### config.mk
export PLATFORM = sky130hd
export DESIGN_NAME = pc_fetch_ctrl
export DESIGN_NICKNAME = d
export VERILOG_FILES = /design/src/rtl/pc_fetch_ctrl_pkg.sv /design/src/rtl/pc_fetch_ctrl.sv
export SDC_FILE = /design/constraint.sdc
export NUM_CORES = 1
export LEC_CHECK = 0
export BUFFER_PORTS_ARGS = -buffer_cell sky130_fd_sc_hd__buf_2
export CORE_MARGIN = 1
export CORE_UTILIZATION = 38
export CTS_CLUSTER_DIAMETER = 100
export DETAILED_ROUTE_END_ITERATION = 7
export PLACE_DENSITY = 0.67
export SKIP_CTS_REPAIR_TIMING = 1
export SLEW_MARGIN = 20
export SYNTH_ARGS = -nofsm -noshare
export SYNTH_HDL_FRONTEND = slang
export SYNTH_SLANG_ARGS = --single-unit
### constraint.sdc
create_clock -name clock -period 3.4 [get_ports clock]
set_clock_uncertainty 0.1 [all_clocks]
set_input_delay 0.51 -clock clock [delete_from_list [all_inputs] [get_ports clock]]
set_output_delay 0.51 -clock clock [all_outputs]
set_load 0.1 [all_outputs]
### src/rtl/pc_fetch_ctrl_pkg.sv
// Shared types and defaults for the IF-stage program counter / fetch controller.
package pc_fetch_ctrl_pkg;

  localparam int          DEF_ADDR_WIDTH   = 32;
  localparam int          DEF_INST_WIDTH   = 32;
  localparam int          DEF_INST_BYTES   = 4;
  localparam logic [63:0] DEF_RESET_VECTOR = 64'h0;

  typedef enum logic [1:0] {
    ST_RESET_HOLD,
    ST_REQ,
    ST_WAIT,
    ST_HOLD
  } state_t;

  // Mask that clears the byte-offset bits of an instruction address.
  function automatic logic [63:0] align_mask(input int inst_bytes);
    return ~(64'(inst_bytes) - 64'd1);
  endfunction

endpackage

### src/rtl/pc_fetch_ctrl.sv
// Program counter and single-outstanding instruction fetch controller with
// stall, redirect and a req/gnt/rvalid memory handshake.
module pc_fetch_ctrl
  import pc_fetch_ctrl_pkg::*;
#(
  parameter int                    ADDR_WIDTH   = DEF_ADDR_WIDTH,
  parameter int                    INST_WIDTH   = DEF_INST_WIDTH,
  parameter logic [ADDR_WIDTH-1:0] RESET_VECTOR = ADDR_WIDTH'(DEF_RESET_VECTOR),
  parameter int                    INST_BYTES   = DEF_INST_BYTES
) (
  input  logic                  clock,
  input  logic                  reset,
  input  logic                  stall_i,
  input  logic                  redirect_valid_i,
  input  logic [ADDR_WIDTH-1:0] redirect_pc_i,
  output logic                  mem_req_o,
  output logic [ADDR_WIDTH-1:0] mem_addr_o,
  input  logic                  mem_gnt_i,
  input  logic                  mem_rvalid_i,
  input  logic [INST_WIDTH-1:0] mem_rdata_i,
  output logic                  fetch_en_o,
  output logic                  if_valid_o,
  output logic [ADDR_WIDTH-1:0] if_pc_o,
  output logic [INST_WIDTH-1:0] if_inst_o
);

  localparam logic [ADDR_WIDTH-1:0] ALIGN_MASK = ADDR_WIDTH'(align_mask(INST_BYTES));
  localparam logic [ADDR_WIDTH-1:0] PC_STEP    = ADDR_WIDTH'(INST_BYTES);

  state_t                  state_q, state_d;
  logic [ADDR_WIDTH-1:0]   pc_q;
  logic                    kill_q;
  logic [ADDR_WIDTH-1:0]   redirect_target;
  logic                    capture;
  logic                    release_hold;

  assign redirect_target = redirect_pc_i & ALIGN_MASK;
  assign capture      = (state_q == ST_WAIT) && mem_rvalid_i && !kill_q && !redirect_valid_i;
  assign release_hold = (state_q == ST_HOLD) && (redirect_valid_i || !stall_i);

  // NOTE: state is updated with non-blocking assignments so every register
  // samples the pre-edge values of its peers, independent of block order.
  always_ff @(posedge clock) begin
    if (reset) state_q <= ST_RESET_HOLD;
    else       state_q <= state_d;
  end

  // NOTE: the default assignment first keeps this block free of inferred latches.
  always_comb begin
    state_d = state_q;
    case (state_q)
      ST_RESET_HOLD: state_d = ST_REQ;
      ST_REQ:        if (mem_gnt_i) state_d = ST_WAIT;
      ST_WAIT:       if (mem_rvalid_i) state_d = (kill_q || redirect_valid_i) ? ST_REQ : ST_HOLD;
      ST_HOLD:       if (redirect_valid_i || !stall_i) state_d = ST_REQ;
      default:       state_d = ST_RESET_HOLD;
    endcase
  end

  // Reset gates the request so nothing is issued while the old state drains.
  always_comb begin
    mem_req_o  = (state_q == ST_REQ) && !reset;
    mem_addr_o = pc_q;
  end

  // kill marks a response in flight that belongs to a squashed PC.
  always_ff @(posedge clock) begin
    if (reset) begin
      pc_q   <= RESET_VECTOR;
      kill_q <= 1'b0;
    end else begin
      case (state_q)
        ST_REQ: begin
          if (redirect_valid_i) begin
            pc_q <= redirect_target;
            if (mem_gnt_i) kill_q <= 1'b1;
          end
        end
        ST_WAIT: begin
          if (mem_rvalid_i) begin
            kill_q <= 1'b0;
            if (redirect_valid_i) pc_q <= redirect_target;
            else if (!kill_q)     pc_q <= pc_q + PC_STEP;
          end else if (redirect_valid_i) begin
            pc_q   <= redirect_target;
            kill_q <= 1'b1;
          end
        end
        ST_HOLD: begin
          if (redirect_valid_i) pc_q <= redirect_target;
        end
        default: ;
      endcase
    end
  end

  always_ff @(posedge clock) begin
    if (reset) begin
      fetch_en_o <= 1'b0;
      if_valid_o <= 1'b0;
      if_pc_o    <= '0;
      if_inst_o  <= '0;
    end else begin
      if (state_q == ST_RESET_HOLD) fetch_en_o <= 1'b1;
      if (capture) begin
        if_valid_o <= 1'b1;
        if_pc_o    <= pc_q;
        if_inst_o  <= mem_rdata_i;
      end else if (release_hold) begin
        if_valid_o <= 1'b0;
      end
    end
  end

  // A response arriving outside WAIT must never reach the IF/ID register.
  a_rvalid_ignored: assert property (@(posedge clock) disable iff (reset)
    (mem_rvalid_i && state_q != ST_WAIT) |=> $stable(if_inst_o));

endmodule

Word-level counts from Yosys, hierarchy flattened:

Index checks and enable logic that the tools add are counted.

* add/subtract/negate cells: 1
* equal/unequal tests: 9
* reduce and logical (&&, ||, !) cells: 19
* mux-type cells: 17

Operator list (number)
* 2-to-1 mux 32 bit: 4
* case mux 32 bit (2 select lines): 1
* adder 32 x 3 -> 32 bit, second input constant: 1
* 2-to-1 mux 2 bit: 4
* case mux 2 bit (4 select lines): 1
* 2-to-1 mux 1 bit: 6
* inequality test 2 bit, second input constant: 3
* nonzero test 2 bit: 3
* logical AND 1 bit: 5
* == test 2 bit, second input constant: 2
* zero test 1 bit: 4
* inequality test 4 bit, second input constant: 1
* AND reduction 4 bit: 1
* inequality test 3 bit, second input constant: 1
* AND reduction 3 bit: 1
* == test 2 x 1 -> 1 bit, second input constant: 1
* zero test 2 bit: 1
* logical OR 1 bit: 2
* inequality test 2 x 1 -> 1 bit, second input constant: 1
* case mux 1 bit (2 select lines): 1
* AND reduction 2 bit: 1
* OR reduction 2 bit: 1

* output and inout port bits: 99
* flip-flop bits (word level): 101
* word-level logic and storage cells: 53

Depth between registers and ports, before layout:

* word-level depth: 5
* gate-level depth with buffers: 9

Worst setup path before layout:

Ideal clock, no wire load.

* path type: input-to-output
* from: in reset
* to: out mem_req_o
* stages on the path: 3
* data arrival time: 2223 ps
* required time: 2790 ps
* path slack: 567 ps
* cell sequence: clkbuf_1 -> clkbuf_1 -> nor2b_1

* cells in the longest elaborated chain, start to end: 2

RTL lines
* from (decl): RTL line pc_fetch_ctrl.sv:12 `input logic reset,`
* zero test 1 bit: RTL line pc_fetch_ctrl.sv:62 `mem_req_o = (state_q == ST_REQ) && !reset;`
* logical AND 1 bit: RTL line pc_fetch_ctrl.sv:62
* to (decl): RTL line pc_fetch_ctrl.sv:16 `output logic mem_req_o,`

Every way passes these cells.

Final worst setup path:

* from: reg state_q[1]
* to: reg pc_q[29] (netlist: mem_addr_o[29])

* cells in the longest elaborated chain, start to end: 4
* elaborated cells on any way between the ends: 8

RTL lines
* from (decl): RTL line pc_fetch_ctrl.sv:30 `state_t state_q, state_d;`
* from (signal assigned): RTL line pc_fetch_ctrl.sv:45 `else state_q <= state_d;`
* == test 2 bit / == test 2 x 1 -> 1 bit (equally long branches): RTL line pc_fetch_ctrl.sv:72 `case (state_q)`
* OR reduction 2 bit (no source line)
* nonzero test 2 bit (no source line)
* AND reduction 2 bit (no source line)
* to (signal assigned): RTL line pc_fetch_ctrl.sv:75 `pc_q <= redirect_target;`
* to (signal assigned): RTL line pc_fetch_ctrl.sv:82 `if (redirect_valid_i) pc_q <= redirect_target;`
* to (signal assigned): RTL line pc_fetch_ctrl.sv:83 `else if (!kill_q) pc_q <= pc_q + PC_STEP;`
* to (decl): RTL line pc_fetch_ctrl.sv:31 `logic [ADDR_WIDTH-1:0] pc_q;`

Several ways; a longest one is shown, not always the timed one.
A chain may end at the register's enable or synchronous reset.

==> impl_results.md <==
- Outcome: finished with violations
- Failing checks: design-rule violations
- Peak VDD IR: 0.000241 V
- Detailed-route wire length per cell: 15.4 um
- Crit path max fanout: 20
- 1st-pass router iterations: 7
- Num CTS Buffers: 9
- Clk root buf: clkbuf_16
- Number of nets with antenna violations after routing: 0
- Worst slew pin tran: 0.697 ns
- Slew Limit Fails: 0
- Clock Sinks: 101
- Crit end category: flop
- First-pass GRT wire length: 22.1 mm
- Initial antenna violation count: 0
- Ys async rst share: 0%
- Die area: 0.0125 mm2
- Die X: 112 um
- Share of post-route cells with drive strength above 1: 28.1%
- Placed cells: 871
- Sequential share of the synthesized area: 44.2%
- Core area: 0.0116 mm2
- WS Path Type: flop to flop
- Vias: 4782
- Area contributors post-synth: dfxtp_1 44%, nand2_1 13%, a21oi_1 9.7%
- RSZ-0062 raised after global routing: false
- Warnings, synthesis: 0
- Drt initial violations: 397
- Area growth syn-to-layout: 27.4%
- Worst path required time: 3.57 ns
- Crit start category: flop
- Leak: 2.42 nW
- Routed Wire Length: 13.6 mm
- Largest net degree at the start of global routing: 66
- Initial Util: 39.6%
- Top cell type's share of synthesized area: 44.2%
- Number of remaining DRC errors: 13
- Reg clk slew, reported paths: 0.07 ns
- Vias in the first global route: 4307
- # diodes: 0
- Final worst-path cycle share: 82.1%
- Main synth FF type: dfxtp_1
- Tot GR Track Use: 22.0%
- Syn Inst Count: 597
- #FFs+latches synth: 101
- Nets: 816
- CTS tree: built
- Setup TNS: 0 ns
- Via/cell ratio: 5.39
- Post-synthesis net count: 674
- Hold Vio Cnt, Final: 0
- Total power: 0.00311 W
- Relative slew slack: 53.1%
- Bufs on Longest Clock Path: 2
- Final std cells w/o fill: 887
- Hpwl dp: 9.68 mm
- Fmax: 358 MHz
- Hold Path Class: primary input to flop
- Post-synth EDFFs: 0
- Worst EP arrival: 2.96 ns
- Power Density: 532 mW/mm2
- I/O pins: 169
- Yosys cell types: 50
- Final setup vio count: 0
- Number of max-cap violations: 0
- Syn Area/Cell: 7.67 um2
- Skew-Pair Late Insertion Delay: 0.35 ns
- H-tree depth: 3
- Total global routing overflow: 0
- I/O Buffers: 166
- Cell area after synthesis: 0.00458 mm2
- Cell Rows: 39
- Final min period: 2.79 ns
- Die Ht: 112 um
- Synth area leader: dfxtp_1
- Global placement routability congestion: 0.840
## cells by family after synthesis
| kind of cell | synth area share [%] |
|---|---|
| adder cells (fa/ha/maj) | 1.91 |
| AND/OR/NAND/NOR | 27.1 |
| buffers and inverters | 4.34 |
| flip-flops | 44.2 |
| AO/OA/AOI/OAI | 22.0 |
| multiplexers | 0.464 |
## path summary, 6_finish.rpt
check / from / to / slack [ns] / depth (start not counted)
max: state_q[1]$_SDFFE_PP0P_ / mem_addr_o[29]$_SDFFE_PP0P_ / 0.61 / 7
min: mem_rdata_i[31] / if_inst_o[31]$_SDFFE_PP0P_ / 0.29 / 3
min reg2reg: if_pc_o[5]$_SDFFE_PP0P_ / if_pc_o[5]$_SDFFE_PP0P_ / 0.35 / 2
max reg2reg: state_q[1]$_SDFFE_PP0P_ / mem_addr_o[29]$_SDFFE_PP0P_ / 0.61 / 7
## critical path: stages (launching register included)
cell,delay (ns)
dfxtp_1,0.38
inv_1,0.11
ha_1,0.26
or3b_4,0.55
nor4_4,0.48
nand2_1,0.15
or4_1,0.49
a31oi_1,0.18
## per-layer routing
layer	up-vias	share of wire [%]	track usage, %
li1	2383	-	-
met1	2223	44	29.4
met2	164	48	36.2
met3	12	6.5	4.35
met4	0	1.1	6.13
met5	-	0	0
## synth_stat cells, types with 2 or more instances
library cell / instances
a22oi_1: 5
nor2_1: 25
or4_4: 2
or2_2: 5
nand2_1: 153
or3_1: 3
a21oi_1: 89
a21o_1: 5
a32o_1: 4
and2_1: 4
o31ai_1: 4
dfxtp_1: 101
a211oi_1: 7
a31oi_1: 4
inv_1: 8
nand3_1: 17
nor4_4: 2
nand4_1: 13
a22o_1: 3
o21ai_0: 28
ha_1: 7
clkbuf_1: 39
nand2b_1: 2
o22ai_1: 3
nor4_1: 5
nor3_1: 18
a41o_1: 2
and3_1: 8
nor2b_1: 4
a311oi_1: 5
buf_1: 3
## layout by cell type, fill, tap and decap left out, types with 4 or more instances in the layout
cell type  synthesis  layout
nand2_1          153     153
a311oi_1           5       5
inv_1              8       8
a31oi_1            4       4
buf_4              0       8
o21ai_0           28      28
and2_1             4       4
nor3_1            18      18
a211oi_1           7       7
nand4_1           13      13
nand3_1           17      16
a21oi_1           89      88
a32o_1             4       4
and3_1             8       7
a21o_1             5       5
nor2_1            25      25
buf_2              0     165
clkbuf_16          0       9
nor2b_1            4       4
dfxtp_1          101     101
or2_2              5       5
o31ai_1            4       4
a22oi_1            5       5
nor4_1             5       5
ha_1               7       7
## through the flow
stage	hold WS, ns	area, um2	setup slack [ns]	utilization [%]
floorplan	0.365	4580	0.567	-
detailed placement	0.344	5510	0.629	47.6
global placement	0.338	5510	0.723	47.6
CTS	0.286	5830	0.611	50.4
global route	0.290	5840	0.419	50.5
finish	0.294	5840	0.609	50.5
## final cells by class
| type | instances | area [um2] |
|---|---|---|
| well taps | 143 | 179 |
| multi-input cells | 445 | 2370 |
| fillers | 1147 | 5730 |
| clock inverters | 5 | 83.8 |
| inverters | 8 | 30.0 |
| flip-flops and latches | 101 | 2020 |
| repair buffers | 174 | 906 |
| clock buffers | 11 | 243 |
## power breakdown
part           total, W  internal, W  switching (W)
Sequential      0.00130      0.00123      0.0000734
Clock           0.00112     0.000667       0.000455
Combinational  0.000679     0.000155       0.000524
Total           0.00311      0.00205        0.00105
## flip-flops by register name, indices dropped and copies added (netlist names)
name / flops
if_inst_o: 32
if_pc_o: 32
mem_addr_o: 32
state_q: 2
fetch_en_o: 1
if_valid_o: 1
kill_q: 1
(Power assumes the default switching activity.)
